<file path="src/rtl/result_uart_tx_pkg.sv">
// Shared constants for the result UART transmitter: frame header, FSM encoding
// and UART character framing.
package result_uart_tx_pkg;

    typedef logic [2:0] state_t;

    localparam logic [7:0] FRAME_HEADER = 8'hA5;
    localparam int         UART_BITS    = 10;

    localparam state_t ST_IDLE = 3'd0;
    localparam state_t ST_RD   = 3'd1;
    localparam state_t ST_CAP  = 3'd2;
    localparam state_t ST_SEND = 3'd3;
    localparam state_t ST_CHK  = 3'd4;

    // Line image of one 8N1 character, shifted out LSB first: start, data, stop.
    function automatic logic [UART_BITS-1:0] uart_frame(input logic [7:0] data);
        return {1'b1, data, 1'b0};
    endfunction

endpackage

</file>
<file path="src/rtl/result_uart_tx_uart_byte_tx.sv">
// 8N1 byte serializer: each bit is held CLK_FREQ/BAUD clocks and done pulses on
// the final clock of the stop bit so the caller can chain the next byte.
module uart_byte_tx
    import result_uart_tx_pkg::*;
#(
    parameter int CLK_FREQ = 50_000_000,
    parameter int BAUD     = 115200
) (
    input  logic       clk,
    input  logic       rst,
    input  logic       start_i,
    input  logic [7:0] data_i,
    output logic       done_o,
    output logic       tx_o
);

    localparam int BIT_CLKS = CLK_FREQ / BAUD;
    localparam int CW       = (BIT_CLKS > 1) ? $clog2(BIT_CLKS) : 1;

    logic                 active_q, active_d;
    logic [CW-1:0]        baud_cnt_q, baud_cnt_d;
    logic [3:0]           bit_cnt_q, bit_cnt_d;
    logic [UART_BITS-1:0] shift_q, shift_d;
    logic                 bit_end;

    assign bit_end = (baud_cnt_q == CW'(BIT_CLKS - 1));
    assign done_o  = active_q && bit_end && (bit_cnt_q == 4'(UART_BITS - 1));
    // Gating with active_q lets reset force the line high without waiting for a clock.
    assign tx_o    = active_q ? shift_q[0] : 1'b1;

    always_comb begin
        active_d   = active_q;
        baud_cnt_d = baud_cnt_q;
        bit_cnt_d  = bit_cnt_q;
        shift_d    = shift_q;
        if (!active_q) begin
            if (start_i) begin
                active_d   = 1'b1;
                baud_cnt_d = '0;
                bit_cnt_d  = '0;
                shift_d    = uart_frame(data_i);
            end
        end else if (bit_end) begin
            baud_cnt_d = '0;
            if (bit_cnt_q == 4'(UART_BITS - 1)) begin
                active_d  = 1'b0;
                bit_cnt_d = '0;
            end else begin
                bit_cnt_d = bit_cnt_q + 4'd1;
                shift_d   = {1'b1, shift_q[UART_BITS-1:1]};
            end
        end else begin
            baud_cnt_d = baud_cnt_q + CW'(1);
        end
    end

    always_ff @(posedge clk or posedge rst) begin
        if (rst) begin
            active_q   <= 1'b0;
            baud_cnt_q <= '0;
            bit_cnt_q  <= '0;
            shift_q    <= '1;
        end else begin
            active_q   <= active_d;
            baud_cnt_q <= baud_cnt_d;
            bit_cnt_q  <= bit_cnt_d;
            shift_q    <= shift_d;
        end
    end

endmodule

</file>
<file path="src/rtl/result_uart_tx.sv">
// Drains BATCH calibrated results from an external FIFO into one UART frame:
// header 0xA5, each word MSB first, then the 8-bit sum of the payload bytes.
module result_uart_tx
    import result_uart_tx_pkg::*;
#(
    parameter int CLK_FREQ = 50_000_000,
    parameter int BAUD     = 115200,
    parameter int BATCH    = 8
) (
    input  logic        clk,
    input  logic        rst,
    input  logic [31:0] result_i,
    input  logic [8:0]  usedw_i,
    output logic        read_data_o,
    output logic        tx_o,
    output logic        busy_o,
    output logic [15:0] frame_cnt_o
);

    state_t      state_q, state_d;
    logic [7:0]  word_cnt_q, word_cnt_d;
    logic [1:0]  byte_cnt_q, byte_cnt_d;
    logic [31:0] shift_q, shift_d;
    logic [7:0]  chk_q, chk_d;
    logic [15:0] frame_cnt_q, frame_cnt_d;
    logic        busy_q, busy_d;
    logic        start_q, start_d;
    logic [7:0]  tx_data_q, tx_data_d;
    logic        tx_active_q, tx_active_d;
    logic        chk_sent_q, chk_sent_d;
    logic        ser_done;
    logic        ser_free;

    // The serializer counts as free on its done cycle so bytes chain with a one-clock gap.
    assign ser_free    = !tx_active_q || ser_done;
    assign read_data_o = (state_q == ST_RD);
    assign busy_o      = busy_q;
    assign frame_cnt_o = frame_cnt_q;

    always_comb begin
        state_d     = state_q;
        word_cnt_d  = word_cnt_q;
        byte_cnt_d  = byte_cnt_q;
        shift_d     = shift_q;
        chk_d       = chk_q;
        frame_cnt_d = frame_cnt_q;
        busy_d      = busy_q;
        start_d     = 1'b0;
        tx_data_d   = tx_data_q;
        tx_active_d = ser_done ? 1'b0 : tx_active_q;
        chk_sent_d  = chk_sent_q;
        case (state_q)
            ST_IDLE: begin
                if (usedw_i >= 9'(BATCH)) begin
                    busy_d      = 1'b1;
                    chk_d       = '0;
                    word_cnt_d  = '0;
                    start_d     = 1'b1;
                    tx_data_d   = FRAME_HEADER;
                    tx_active_d = 1'b1;
                    state_d     = ST_RD;
                end
            end
            ST_RD: begin
                state_d = ST_CAP;
            end
            ST_CAP: begin
                shift_d    = result_i;
                byte_cnt_d = '0;
                state_d    = ST_SEND;
            end
            ST_SEND: begin
                if (ser_free) begin
                    start_d     = 1'b1;
                    tx_data_d   = shift_q[31:24];
                    shift_d     = {shift_q[23:0], 8'h00};
                    chk_d       = chk_q + shift_q[31:24];
                    tx_active_d = 1'b1;
                    byte_cnt_d  = byte_cnt_q + 2'd1;
                    if (byte_cnt_q == 2'd3) begin
                        word_cnt_d = word_cnt_q + 8'd1;
                        state_d    = (word_cnt_q == 8'(BATCH - 1)) ? ST_CHK : ST_RD;
                    end
                end
            end
            ST_CHK: begin
                if (!chk_sent_q && ser_free) begin
                    start_d     = 1'b1;
                    tx_data_d   = chk_q;
                    tx_active_d = 1'b1;
                    chk_sent_d  = 1'b1;
                end else if (chk_sent_q && ser_done) begin
                    chk_sent_d  = 1'b0;
                    busy_d      = 1'b0;
                    frame_cnt_d = frame_cnt_q + 16'd1;
                    state_d     = ST_IDLE;
                end
            end
            default: begin
                state_d = ST_IDLE;
            end
        endcase
    end

    always_ff @(posedge clk or posedge rst) begin
        if (rst) begin
            state_q     <= ST_IDLE;
            word_cnt_q  <= '0;
            byte_cnt_q  <= '0;
            shift_q     <= '0;
            chk_q       <= '0;
            frame_cnt_q <= '0;
            busy_q      <= 1'b0;
            start_q     <= 1'b0;
            tx_data_q   <= '0;
            tx_active_q <= 1'b0;
            chk_sent_q  <= 1'b0;
        end else begin
            state_q     <= state_d;
            word_cnt_q  <= word_cnt_d;
            byte_cnt_q  <= byte_cnt_d;
            shift_q     <= shift_d;
            chk_q       <= chk_d;
            frame_cnt_q <= frame_cnt_d;
            busy_q      <= busy_d;
            start_q     <= start_d;
            tx_data_q   <= tx_data_d;
            tx_active_q <= tx_active_d;
            chk_sent_q  <= chk_sent_d;
        end
    end

    uart_byte_tx #(
        .CLK_FREQ(CLK_FREQ),
        .BAUD    (BAUD)
    ) u_byte_tx (
        .clk    (clk),
        .rst    (rst),
        .start_i(start_q),
        .data_i (tx_data_q),
        .done_o (ser_done),
        .tx_o   (tx_o)
    );

endmodule

</file>
<file path="config.mk">
export PLATFORM = sky130hd
export DESIGN_NAME = result_uart_tx
export DESIGN_NICKNAME = d
export VERILOG_FILES = /design/src/rtl/result_uart_tx_pkg.sv /design/src/rtl/result_uart_tx_uart_byte_tx.sv /design/src/rtl/result_uart_tx.sv
export SDC_FILE = /design/constraint.sdc
export NUM_CORES = 1
export LEC_CHECK = 0
export ABC_AREA = 1
export BUFFER_PORTS_ARGS = -buffer_cell sky130_fd_sc_hd__buf_2
export CAP_MARGIN = 20
export CORE_MARGIN = 1.5
export CORE_UTILIZATION = 45
export DETAILED_ROUTE_END_ITERATION = 6
export HOLD_SLACK_MARGIN = 0.05
export PLACE_DENSITY = 0.64
export SKIP_CTS_REPAIR_TIMING = 1
export SLEW_MARGIN = 10
export SYNTH_ARGS = -nofsm -noshare
export SYNTH_HDL_FRONTEND = slang
export SYNTH_SLANG_ARGS = --single-unit
</file>
<file path="constraint.sdc">
create_clock -name clk -period 3.8 [get_ports clk]
set_clock_uncertainty 0.15 [all_clocks]
set_input_delay 0.57 -clock clk [delete_from_list [all_inputs] [get_ports clk]]
set_output_delay 0.57 -clock clk [all_outputs]
set_load 0.005 [all_outputs]
</file>
==> metrics.yaml <==
sta:
  fin_setup_tns_ps: 0
  rsz0062_at_grt: "false"
  period_share_pct: 59.0
  fin_crit_ps: 2240
  slew_violations: 0
  tightest_slew_ps: 849
  setup_viol: 0
  hold_violations: 0
  slew_headroom_pct: 43.2
  max_freq_ghz: 0.446
grt:
  grt_max_degree: 66
  gr-total-overflow: 0
  antenna_found_initial: 0
  grt_pass1_wl_mm: 20.1
  grt_pass1_vias: 4441
  track_usage_pct: 18.9
routing:
  wl_per_cell_um: 12.6
  num_vias: 4580
  wirelength_mm: 11.5
  antenna_left: 0
  drtIter0Drc: 329
  drcViolationCount: 0
  first_pass_iters: 4
  vias_per_cell: 5.02
cts:
  htree_levels: 3
  cts_tree: "done"
  tritoncts.num_buffers: 9
  cts.sinks: 104
  root_buffer: "clkbuf_16"
  clk_pin_slew_ps: 70
  clk_path_buf_depth: 2
  clk_latency_ps: 330
place:
  port_buffers: 58
  place.gp.congestion: 0.898
  hpwl_mm: 8.16
cells_and_area:
  n_antenna_cell: 0
  drive_above_1_share_pct: 15.3
  nets: 798
  fill_cells: 1147
  area_growth_pct: 12.2
setup_path:
  cp-end-kind: "flip-flop"
  crit_type: "reg2reg"
  cp_data_arrival_time_ps: 2320
  critPathMaxFanout: 61
  cp-start-kind: "flip-flop"
  required_ps: 3870
synth:
  synth_top_area_share_pct: 42.6
  yosysMostFrequentCell: "nand2_1"
  netlist_top_cells_area: "dfrtp_1 43%, nand2_1 14%, inv_1 4.9%"
  synthArstFlopShare_pct: 100
  synth_ff_type: "dfrtp_1"
  syn_area_per_cell_um2: 8.09
  synth_commonest_cells: "202 x nand2_1, 95 x dfrtp_1, 73 x inv_1"
  synth-seq-cells: 104
  ys_warn_count: 0
  synth_top_area_cell: "dfrtp_1"
  synthesis.area_um2: 5580
  yosysUniqueCellTypes: 40
  synth_edf_count: 0
  ys_seq_area_share_pct: 46.8
  syn_inst: 690
  syn_nets: 748
floorplan:
  dieWidth_um: 114
  die_y_um: 114
  rows: 40
  boundaryPins: 62
  start_util_pct: 46.3
  core_area_um2: 12100
  dieArea_um2: 13100
power_and_ir_drop:
  peakVddDrop_mv: 0.279
  p_leak_nw: 3.11
  powerDensity_nw_per_um2: 558
  p_total_mw: 3.50
job:
  drv_cap: 0
worst_hold_path:
  min_path_type: "in2async"
outcome:
  status: "completed"
[area by class of cell]
cell class | count | area [um^2] | area share, %
Clock buffer | 13 | 270 | 4.31
Sequential cell | 104 | 2610 | 41.7
Clock inverter | 3 | 40.0 | 0.639
Inverter | 83 | 319 | 5.09
Timing Repair Buffer | 60 | 305 | 4.87
Multi-Input combinational cell | 482 | 2510 | 40.0
Tap cell | 168 | 210 | 3.36
[stage by stage]
step	std cells	hold slack (ps)	instance area [um^2]	util, %	worst slack [ps]
after floorplan	690	296	5580	-	363
after global placement	897	310	5950	49.4	1600
after detailed placement	897	328	5950	49.4	1560
after CTS	913	275	6260	51.9	1520
after global routing	913	308	6260	51.9	1300
final	913	247	6260	51.9	1560
[placed cells by master (no fill, tap or decap), types with 9 or more instances in the layout]
cell type and instances:
o21ai_0 51, nor2_1 38, nand3_1 38, clkbuf_16 9, dfrtp_1 95, ha_1 14
inv_1 72, a21oi_1 9, nand2_1 202, nand4_1 14, o21ai_1 39, xor2_1 18
buf_2 58, o22ai_1 10, dfstp_2 9
[sequential cells by signal, summed over array words and instances (netlist names), 2 cells and up]
register,count
state_q,3
tx_data_q,8
u_byte_tx.shift_q,9
word_cnt_q,8
shift_q,32
u_byte_tx.bit_cnt_q,4
u_byte_tx.baud_cnt_q,9
byte_cnt_q,2
chk_q,8
frame_cnt_o,16
[final timing paths]
check                      slack [ps]                               end                             start  cells past startpoint
max reg2reg                      1560         word_cnt_q[2]$_DFFE_PP0P_            state_q[2]$_DFFE_PP0P_                      8
min in group clk                  330            shift_q[4]$_DFFE_PP0P_                       result_i[4]                      3
max                              1560         word_cnt_q[2]$_DFFE_PP0P_            state_q[2]$_DFFE_PP0P_                      8
min reg2reg                       340  u_byte_tx.shift_q[7]$_DFFE_PP1P_  u_byte_tx.shift_q[8]$_DFFE_PP1P_                      2
max in group asynchronous        2400  u_byte_tx.shift_q[0]$_DFFE_PP1P_                               rst                      3
min                               250       frame_cnt_o[15]$_DFFE_PP0P_                               rst                      2
[report_power, final]
| part | internal [mW] | switching (mW) | leakage, nW |
|---|---|---|---|
| registers | 1.33 | 0.103 | 1.34 |
| clock network | 0.563 | 0.393 | 0.156 |
| logic | 0.340 | 0.774 | 1.62 |
| total | 2.23 | 1.27 | 3.11 |
[cell families after synthesis]
group,Yosys count,share of synthesized area [%]
AOI/OAI and AO/OA,125,12.2
DFF,104,46.8
adders and majority gates,15,3.50
xor gates and xnor gates,25,3.92
buffers and inverters,104,8.27
and+or+nand+nor,317,25.2
[per-layer routing]
metal | wire [um] | global-route usage [%] | vias up
li1 | - | - | 2334
met1 | 5380 | 24.3 | 2154
met2 | 5540 | 32.5 | 86
met3 | 448 | 3.76 | 6
met4 | 87 | 5.17 | 0
met5 | 0 | 0 | -
[worst max-delay path, cell delays in order, from the launching register on]
cell and delay [ps]:
dfrtp_1 410, inv_2 100, nand2_2 100, nor2_8 190, inv_2 360, a21oi_2 290
nand3_2 300, nand2_1 170, o21ai_2 60
(Power assumes the default switching activity.)
